<file path="src/rtl/bch_pkg.sv">
// Shared types, constants and sizing helpers for the pipelined BCH encoder.
package bch_pkg;

  // Generator of the (79,64) DEC-TED code: (x+1)*m1*m3 over GF(2^7), leading x^15 implicit.
  localparam logic [14:0] BCH_79_64_GEN = 15'h4599;

  typedef enum logic [1:0] {
    IDLE  = 2'd0,
    SHIFT = 2'd1,
    OUT   = 2'd2
  } state_e;

  function automatic int calc_nstep(input int data_w, input int step_w);
    return data_w / step_w;
  endfunction

  function automatic int calc_cnt_w(input int nstep);
    return (nstep <= 1) ? 1 : $clog2(nstep);
  endfunction

endpackage

</file>
<file path="src/rtl/bch_lfsr_step.sv">
// Combinational multi-bit LFSR step: advances a polynomial-division remainder by STEP_W input bits.
module bch_lfsr_step
  import bch_pkg::*;
#(
  parameter int              PAR_W    = 15,
  parameter logic [PAR_W-1:0] GEN_POLY = BCH_79_64_GEN,
  parameter int              STEP_W   = 8
) (
  input  logic [PAR_W-1:0]  rem_i,
  input  logic [0:STEP_W-1] bits_i,
  output logic [PAR_W-1:0]  rem_o
);

  always_comb begin
    // NOTE: blocking assignments here so each unrolled bit sees the previous bit's result.
    rem_o = rem_i;
    for (int i = 0; i < STEP_W; i++) begin
      rem_o = {rem_o[PAR_W-2:0], 1'b0} ^ ({PAR_W{bits_i[i] ^ rem_o[PAR_W-1]}} & GEN_POLY);
    end
  end

endmodule

</file>
<file path="src/rtl/bch_pipe_enc.sv">
// Systematic BCH encoder, STEP_W bits per clock, valid/ready on both sides.
// Optional error injection mask enabled by defining BCH_PIPE_ENC_ERRINJ_EN.
module bch_pipe_enc
  import bch_pkg::*;
#(
  parameter int               DATA_W   = 64,
  parameter int               PAR_W    = 15,
  parameter logic [PAR_W-1:0] GEN_POLY = BCH_79_64_GEN,
  parameter int               STEP_W   = 8
) (
  input  logic                      clk,
  input  logic                      reset,
  input  logic                      i_valid,
  output logic                      i_ready,
  input  logic [0:DATA_W-1]         i_data,
`ifdef BCH_PIPE_ENC_ERRINJ_EN
  input  logic [0:DATA_W+PAR_W-1]   i_err_mask,
`endif
  output logic                      o_valid,
  input  logic                      o_ready,
  output logic [0:DATA_W+PAR_W-1]   o_code
);

  localparam int CODE_W = DATA_W + PAR_W;
  localparam int NSTEP  = calc_nstep(DATA_W, STEP_W);
  localparam int CNT_W  = calc_cnt_w(NSTEP);

  if ((DATA_W % STEP_W) != 0) begin : g_step_check
    $error("bch_pipe_enc: STEP_W must divide DATA_W");
  end

  state_e            state_q;
  logic [0:DATA_W-1] data_q, data_d;
  logic [PAR_W-1:0]  rem_q, rem_d;
  logic [CNT_W-1:0]  cnt_q;
  logic              o_valid_q;
  logic [0:CODE_W-1] o_code_q;
  logic [0:CODE_W-1] err_mask;
  logic              accept_in;
  logic              last_step;

  assign i_ready   = !reset && (state_q == IDLE || (state_q == OUT && o_ready));
  assign accept_in = i_valid && i_ready;
  assign last_step = (cnt_q == CNT_W'(NSTEP - 1));

  // Rotating the word keeps the unconsumed bits at the front and restores the original word after NSTEP steps.
  assign data_d = (data_q << STEP_W) | (data_q >> (DATA_W - STEP_W));

  bch_lfsr_step #(
    .PAR_W   (PAR_W),
    .GEN_POLY(GEN_POLY),
    .STEP_W  (STEP_W)
  ) u_lfsr_step (
    .rem_i (rem_q),
    .bits_i(data_q[0 +: STEP_W]),
    .rem_o (rem_d)
  );

`ifdef BCH_PIPE_ENC_ERRINJ_EN
  logic [0:CODE_W-1] err_mask_q;

  always_ff @(posedge clk) begin
    if (reset)          err_mask_q <= '0;
    else if (accept_in) err_mask_q <= i_err_mask;
  end

  assign err_mask = err_mask_q;
`else
  assign err_mask = '0;
`endif

  always_ff @(posedge clk) begin
    // NOTE: non-blocking assignments for all state so every register samples pre-edge values.
    if (reset) begin
      state_q   <= IDLE;
      data_q    <= '0;
      rem_q     <= '0;
      cnt_q     <= '0;
      o_valid_q <= 1'b0;
      o_code_q  <= '0;
    end else begin
      unique case (state_q)
        IDLE: ;
        SHIFT: begin
          data_q <= data_d;
          rem_q  <= rem_d;
          cnt_q  <= cnt_q + CNT_W'(1);
          if (last_step) begin
            o_code_q  <= {rem_d, data_d} ^ err_mask;
            o_valid_q <= 1'b1;
            state_q   <= OUT;
          end
        end
        OUT: begin
          if (o_ready) begin
            o_valid_q <= 1'b0;
            state_q   <= IDLE;
          end
        end
        default: state_q <= IDLE;
      endcase

      // A new word may arrive in IDLE or on the same edge the held codeword is taken.
      if (accept_in) begin
        data_q  <= i_data;
        rem_q   <= '0;
        cnt_q   <= '0;
        state_q <= SHIFT;
      end
    end
  end

  assign o_valid = o_valid_q;
  assign o_code  = o_code_q;

endmodule

</file>
<file path="config.mk">
export PLATFORM = sky130hd
export DESIGN_NAME = bch_pipe_enc
export DESIGN_NICKNAME = d
export VERILOG_FILES = /design/src/rtl/bch_pkg.sv /design/src/rtl/bch_lfsr_step.sv /design/src/rtl/bch_pipe_enc.sv
export SDC_FILE = /design/constraint.sdc
export NUM_CORES = 1
export LEC_CHECK = 0
export BUFFER_PORTS_ARGS = -buffer_cell sky130_fd_sc_hd__clkbuf_2
export CAP_MARGIN = 20
export CORE_MARGIN = 4
export CORE_UTILIZATION = 35
export DETAILED_ROUTE_END_ITERATION = 8
export PLACE_DENSITY = 0.63
export SLEW_MARGIN = 15
export SYNTH_ARGS = -nofsm -noshare
export SYNTH_HDL_FRONTEND = slang
export SYNTH_HIERARCHICAL = 1
export SYNTH_SLANG_ARGS = --single-unit
</file>
<file path="constraint.sdc">
create_clock -name clk -period 2.6 [get_ports clk]
set_clock_uncertainty 0.15 [all_clocks]
set_input_delay 0.26 -clock clk [delete_from_list [all_inputs] [get_ports clk]]
set_output_delay 0.26 -clock clk [all_outputs]
set_load 0.1 [all_outputs]
</file>
==> results.sh, run 1 <==
export IMPL_drtIter0Drc=271
export IMPL_finalWirelength_um=19200
export IMPL_worstSetupPathType="reg -> reg"
export IMPL_ios=149
export IMPL_syn_num_nets=769
export IMPL_drv_slew=0
export IMPL_setup_worst_path_end_class="register"
export IMPL_insertion_delay_ns=0.42
export IMPL_hold_path_class="in -> reg"
export IMPL_syn_to_final_growth_pct=32.2
export IMPL_pwr_share_clk_pct=38.1
export IMPL_grt_max_degree=83
export IMPL_swShare_pct=28.2
export IMPL_drc=0
export IMPL_yosys_area_share_simple_pct=12.6
export IMPL_num_vias=5502
export IMPL_dp_hpwl_um=12700
export IMPL_p_per_area_mw_per_mm2=749
export IMPL_numCtsBuffers=17
export IMPL_routed_via_density=4.84
export IMPL_cts_root_buf="clkbuf_16"
export IMPL_htreeDepth=4
export IMPL_p_comb_share_pct=20.5
export IMPL_die_area_mm2=0.0215
export IMPL_syn_area_mm2=0.00671
export IMPL_clk_path_buf_depth=2
export IMPL_finalPower_mw=6.64
export IMPL_rsz0062_at_grt="no"
export IMPL_timing_fmax_mhz=447
export IMPL_nets=960
export IMPL_num_fill_cells=1776
export IMPL_ir_drop_v=0.000543
export IMPL_ant_nets=0
export IMPL_dp_cells=1039
export IMPL_power_switching_mw=1.87
export IMPL_finalSetupTns_ns=0
export IMPL_worstSetupStartpointType="register"
export IMPL_holdWs_ns=0.143
export IMPL_clk_pin_slew_ns=0.07
export IMPL_synthCells=699
export IMPL_postCtsSetupBuffers=0
export IMPL_wl_per_cell_um=16.9
export IMPL_grt_pass1_wl_um=30000
export IMPL_relSlewSlack_pct=35.1
export IMPL_p_int_mw=4.77
export IMPL_die_x_um=146
export IMPL_clock_sinks=164
export IMPL_ys_warn_count=6
export IMPL_die_y_um=146
export IMPL_ys_seq_elements=164
export IMPL_ys_types=31
export IMPL_grt_pass1_vias=5376
export IMPL_diodes=0
export IMPL_dr_pass1_iters=4
export IMPL_place_congestion=0.838
export IMPL_coreArea_mm2=0.0188
export IMPL_finalSetupViolations=0
export IMPL_crit_required_ns=2.71
export IMPL_muxShareOfSynthArea_pct=9.55
export IMPL_start_util_pct=35.8
export IMPL_avgSynthCellArea_um2=9.60
export IMPL_arrival_ns=2.35
export IMPL_fin_cells=1137
export IMPL_grt_antenna_before_repair=0
export IMPL_synth_top_family_by_area="compound AO/OA/AOI/OAI gates"
export IMPL_synth_compound_area_share_pct=16.5
export IMPL_min_period_ns=2.24
export IMPL_maxCapViolCount=0
export IMPL_cts_tree="built"
export IMPL_status="complete, no violations"
export IMPL_row_count=50
export IMPL_ys_seq_area_share_pct=48.9
export IMPL_yosys_area_share_adder_pct=0.373
export IMPL_final_setup_worst_slack_ns=0.364
export IMPL_synthXorXnorAreaFrac_pct=7.27
export IMPL_worstMarginPinSlew_ns=0.974
export IMPL_io_buffers=148
export IMPL_pre_cts_ws_ns=0.374
export IMPL_drive_gt1_share_pct=25.0
export IMPL_p_leak_nw=3.58
export IMPL_critPathMaxFanout=5
export IMPL_grt_usage_pct=17.7
export IMPL_p_seq_share_pct=41.4
export IMPL_grt_overflow_total=0
export IMPL_final_period_utilization_pct=86.0
export IMPL_hold_viol=0
[registers in the layout, indices dropped and copies added (netlist names)]
name     cells
o_code      79
data_q      64
rem_q       15
cnt_q        3
state_q      2
o_valid      1
[critical path, stage by stage (launching register included)]
cell	delay (ns)
dfxtp_1	0.36
xnor2_2	0.37
xor2_1	0.15
xnor2_1	0.48
xnor3_1	0.44
nand2_1	0.07
a21oi_1	0.06
[power groups by stage]
stage | Combinational [mW] | Sequential [mW] | Clock (mW)
detailed placement | 1.28 | 2.81 | 0
CTS | 1.36 | 2.75 | 2.59
global placement | 1.27 | 2.80 | 0
global route | 1.47 | 2.76 | 2.70
floorplan | 1.02 | 2.76 | 0
finish | 1.36 | 2.75 | 2.53
[kinds of logic (layout without fill, tap and decap cells)]
group           count (synthesis)  count (layout)
compound gates                165             165
xor+xnor                       44              44
fa+ha+maj                       2               2
buf+inv                        54             258
flops                         164             164
mux                            64              64
simple gates                  206             206
[worst paths after layout]
path / startpoint / to / slack, ns / depth (start not counted)
worst max-delay path: data_q[1]$_SDFFE_PP0P_ / o_code[0]$_SDFFE_PP0P_ / 0.36 / 6
worst min-delay path: i_valid / state_q[0]$_SDFFE_PP0P_ / 0.14 / 4
worst max register to register: data_q[1]$_SDFFE_PP0P_ / o_code[0]$_SDFFE_PP0P_ / 0.36 / 6
worst min register to register: o_code[11]$_SDFFE_PP0P_ / o_code[11]$_SDFFE_PP0P_ / 0.30 / 2
[final cells by class]
| cell class | count | area [um^2] | share of cell area (%) |
|---|---|---|---|
| clock buffers | 22 | 474 | 5.35 |
| clock inverters | 10 | 124 | 1.40 |
| multi-input cells | 481 | 3140 | 35.4 |
| flip-flops and latches | 164 | 3280 | 37.0 |
| well taps | 234 | 293 | 3.30 |
| repair buffers | 226 | 1560 | 17.5 |
[per-layer routing]
layer,vias up,routed length [um],track usage [%]
li1,2768,-,-
met1,2572,8580,22.8
met2,142,9340,29.6
met3,20,879,4.16
met4,0,358,5.03
met5,-,0,0
[through the flow]
| stage | instance area, um^2 | utilization, % |
|---|---|---|
| after global routing | 8870 | 47.3 |
| after detailed placement | 7610 | 40.6 |
| final | 8870 | 47.3 |
| after floorplan | 6720 | - |
| after CTS | 8870 | 47.3 |
| after global placement | 7610 | 40.6 |
[placed cells by master (no fill, tap or decap), types with 2 or more instances in the layout]
cell and count:
clkbuf_16 17, dfxtp_1 164, nand2_1 184, xnor2_1 22, clkinvlp_4 2, bufinv_16 2
dlygate4sd3_1 66, clkbuf_2 147, clkbuf_1 2, mux2i_1 64, a21oi_1 88, o2bb2ai_1 64
nor2_1 2, buf_12 5, xnor3_1 2, a21oi_2 10, xor2_2 2, nand2_2 10
buf_4 8, xor2_1 10, nand2b_1 2, ha_1 2, clkinv_4 4, clkbuf_8 3
xnor2_2 8
[synthesized netlist by cell type, drive strengths merged]
cell type	n	area share, %
and3b	1	0.13
dfxtp	164	49
and2b	1	0.11
buf	45	4.3
clkbuf	9	0.50
xor2	12	1.8
ha	2	0.37
nor2	2	0.11
o2bb2ai	64	8.4
nor4b	1	0.22
nand2b	3	0.28
nor2b	2	0.30
xnor3	2	0.67
nor3	1	0.074
nand2	194	11
o22a	1	0.13
xnor2	30	4.8
o21bai	1	0.11
o21ai	1	0.074
nand3b	1	0.11
a21oi	98	7.9
mux2i	64	9.5
[timing repair]
action / 4_1_cts / 5_1_grt
hold buffers: 66 / 0
endpoints found under the setup margin: 0 / 0
resized for setup: 0 / 0
endpoints found under the hold margin: 68 / 0
No activity file was read; power rests on OpenSTA's default activity.
==> inputs of run 2 (changes only) <==
--- a/config.mk
+++ b/config.mk
@@ -10,6 +10,5 @@
 export CORE_MARGIN = 4
-export CORE_UTILIZATION = 35
+export CORE_UTILIZATION = 26
 export DETAILED_ROUTE_END_ITERATION = 8
-export PLACE_DENSITY = 0.63
-export SLEW_MARGIN = 15
+export PLACE_DENSITY = 0.51
 export SYNTH_ARGS = -nofsm -noshare
--- a/constraint.sdc
+++ b/constraint.sdc
@@ -4,2 +4,2 @@
 set_output_delay 0.26 -clock clk [all_outputs]
-set_load 0.1 [all_outputs]
+set_load 0.005 [all_outputs]
==> results.sh, run 2 (synthesis gave the netlist of run 1 again) <==
export IMPL_clk_pin_slew_ns=0.06
export IMPL_arrival_ns=2.22
export IMPL_worstSetupPathType="reg -> reg"
export IMPL_worstSetupStartpointType="register"
export IMPL_grt_usage_pct=14.5
export IMPL_coreArea_mm2=0.0253
export IMPL_die_x_um=169
export IMPL_hold_viol=0
export IMPL_mostFrequentLayoutCell="nand2_1"
export IMPL_die_y_um=169
export IMPL_cts_resized_gates=0
export IMPL_largest_reg_flops=79
export IMPL_min_period_ns=2.11
export IMPL_p_int_mw=4.82
export IMPL_grt_pass1_vias=5610
export IMPL_cts_tree="built"
export IMPL_htreeDepth=4
export IMPL_ir_drop_v=0.000319
export IMPL_die_area_mm2=0.0284
export IMPL_ios=149
export IMPL_drc=0
export IMPL_maxCapViolCount=0
export IMPL_p_seq_share_pct=40.9
export IMPL_power_switching_mw=1.88
export IMPL_ant_nets=0
export IMPL_final_period_utilization_pct=81.0
export IMPL_drtIter0Drc=232
export IMPL_dr_pass1_iters=5
export IMPL_grt_overflow_total=0
export IMPL_p_per_area_mw_per_mm2=743
export IMPL_rsz0062_at_grt="no"
export IMPL_grt_pass1_wl_um=32400
export IMPL_num_fill_cells=2619
export IMPL_finalSetupViolations=0
export IMPL_diodes=0
export IMPL_setup_worst_path_end_class="register"
export IMPL_syn_to_final_growth_pct=34.6
export IMPL_fin_util_pct=35.8
export IMPL_wl_per_cell_um=16.8
export IMPL_row_count=58
export IMPL_start_util_pct=26.6
export IMPL_insertion_delay_ns=0.42
export IMPL_cts_root_buf="clkbuf_16"
export IMPL_drive_gt1_share_pct=25.3
export IMPL_grt_max_degree=65
export IMPL_drv_slew=0
export IMPL_grt_antenna_before_repair=1
export IMPL_final_cell_mix="184 x nand2_1, 164 x dfxtp_1, 147 x clkbuf_2"
export IMPL_routed_via_density=4.48
export IMPL_p_leak_nw=3.61
export IMPL_worstMarginPinSlew_ns=0.669
export IMPL_clock_sinks=164
export IMPL_status="complete, no violations"
export IMPL_clk_path_buf_depth=2
export IMPL_dp_hpwl_um=14400
export IMPL_place_congestion=0.761
export IMPL_p_comb_share_pct=20.7
export IMPL_pwr_share_clk_pct=38.4
export IMPL_relSlewSlack_pct=55.3
export IMPL_nets=963
export IMPL_finalWirelength_um=20700
export IMPL_hold_path_class="in -> reg"
export IMPL_finalSetupTns_ns=0
export IMPL_io_buffers=148
export IMPL_num_vias=5538
export IMPL_crit_required_ns=2.72
export IMPL_numCtsBuffers=17
export IMPL_swShare_pct=28.1
export IMPL_critPathMaxFanout=4
export IMPL_timing_fmax_mhz=475
-- run 2: cell count changes in the layout (fill, tap and decap cells not counted) --
| cell | delta |
|---|---|
| clkbuf_1 | +1 |
| buf_12 | +2 |
| clkinv_4 | -4 |
| nor3_2 | -1 |
| dlygate4sd3_1 | -2 |
| buf_4 | +3 |
| inv_6 | -1 |
| clkinvlp_4 | +2 |
| clkbuf_8 | +2 |
| nor3_1 | +1 |
-- run 2: worst paths after layout --
check                           from                      end  slack (ns)  depth (start not counted)
min reg2reg  o_code[11]$_SDFFE_PP0P_  o_code[11]$_SDFFE_PP0P_        0.30                          2
min                          o_ready     o_valid$_SDFFE_PP0P_        0.03                          4
max           data_q[3]$_SDFFE_PP0P_   rem_q[14]$_SDFFE_PP0P_        0.49                          6
max reg2reg   data_q[3]$_SDFFE_PP0P_   rem_q[14]$_SDFFE_PP0P_        0.49                          6
-- run 2: layout make-up --
| type | count | area (um^2) | area share (%) |
|---|---|---|---|
| clock buffer | 25 | 505 | 5.60 |
| clock inverter | 7 | 95.1 | 1.05 |
| multi-input combinational | 481 | 3140 | 34.7 |
| sequential | 164 | 3280 | 36.4 |
| tap | 330 | 413 | 4.57 |
| timing repair buffer | 229 | 1600 | 17.7 |
-- run 2: power by group through the flow --
stage          logic, mW  registers [mW]  clock network, mW
2_1_floorplan       1.01            2.76                  0
3_3_place_gp        1.32            2.80                  0
3_5_place_dp        1.32            2.81                  0
4_1_cts             1.40            2.75               2.63
5_1_grt             1.51            2.76               2.73
6_report            1.39            2.75               2.57
-- run 2: timing repair --
item / 4_1_cts / 5_1_grt
hold buffers: 64 / 0
endpoints found under the hold margin: 64 / 0
setup buffers: 0 / 0
setup endpoints to repair: 0 / 0
-- run 2: layer usage --
| layer | up-vias | GRT usage, % | part of all wire [%] |
|---|---|---|---|
| li1 | 2781 | - | - |
| met1 | 2615 | 19.8 | 48 |
| met2 | 126 | 23.9 | 47 |
| met3 | 14 | 3.01 | 3.8 |
| met4 | 2 | 3.03 | 0.88 |
| met5 | - | 0 | 0.063 |
-- run 2: per-stage QoR --
| step | cell area (um^2) | hold WS, ns | total power [mW] | worst slack [ns] | std cells |
|---|---|---|---|---|---|
| CTS | 9030 | 0.00370 | 6.78 | 0.467 | 1236 |
| floorplan | 6710 | 0.227 | 3.77 | 0.645 | 699 |
| detailed placement | 7790 | 0.299 | 4.12 | 0.500 | 1140 |
| global route | 9030 | 0.0202 | 7.00 | 0.363 | 1236 |
| global placement | 7790 | 0.294 | 4.12 | 0.542 | 1140 |
| finish | 9030 | 0.0264 | 6.71 | 0.494 | 1236 |
-- run 2: critical path, cell delays in order (launching register included) --
cell,delay (ns)
dfxtp_1,0.36
xnor2_2,0.31
xnor3_1,0.54
xnor2_1,0.20
xnor3_1,0.26
nand2_1,0.07
a21oi_1,0.05
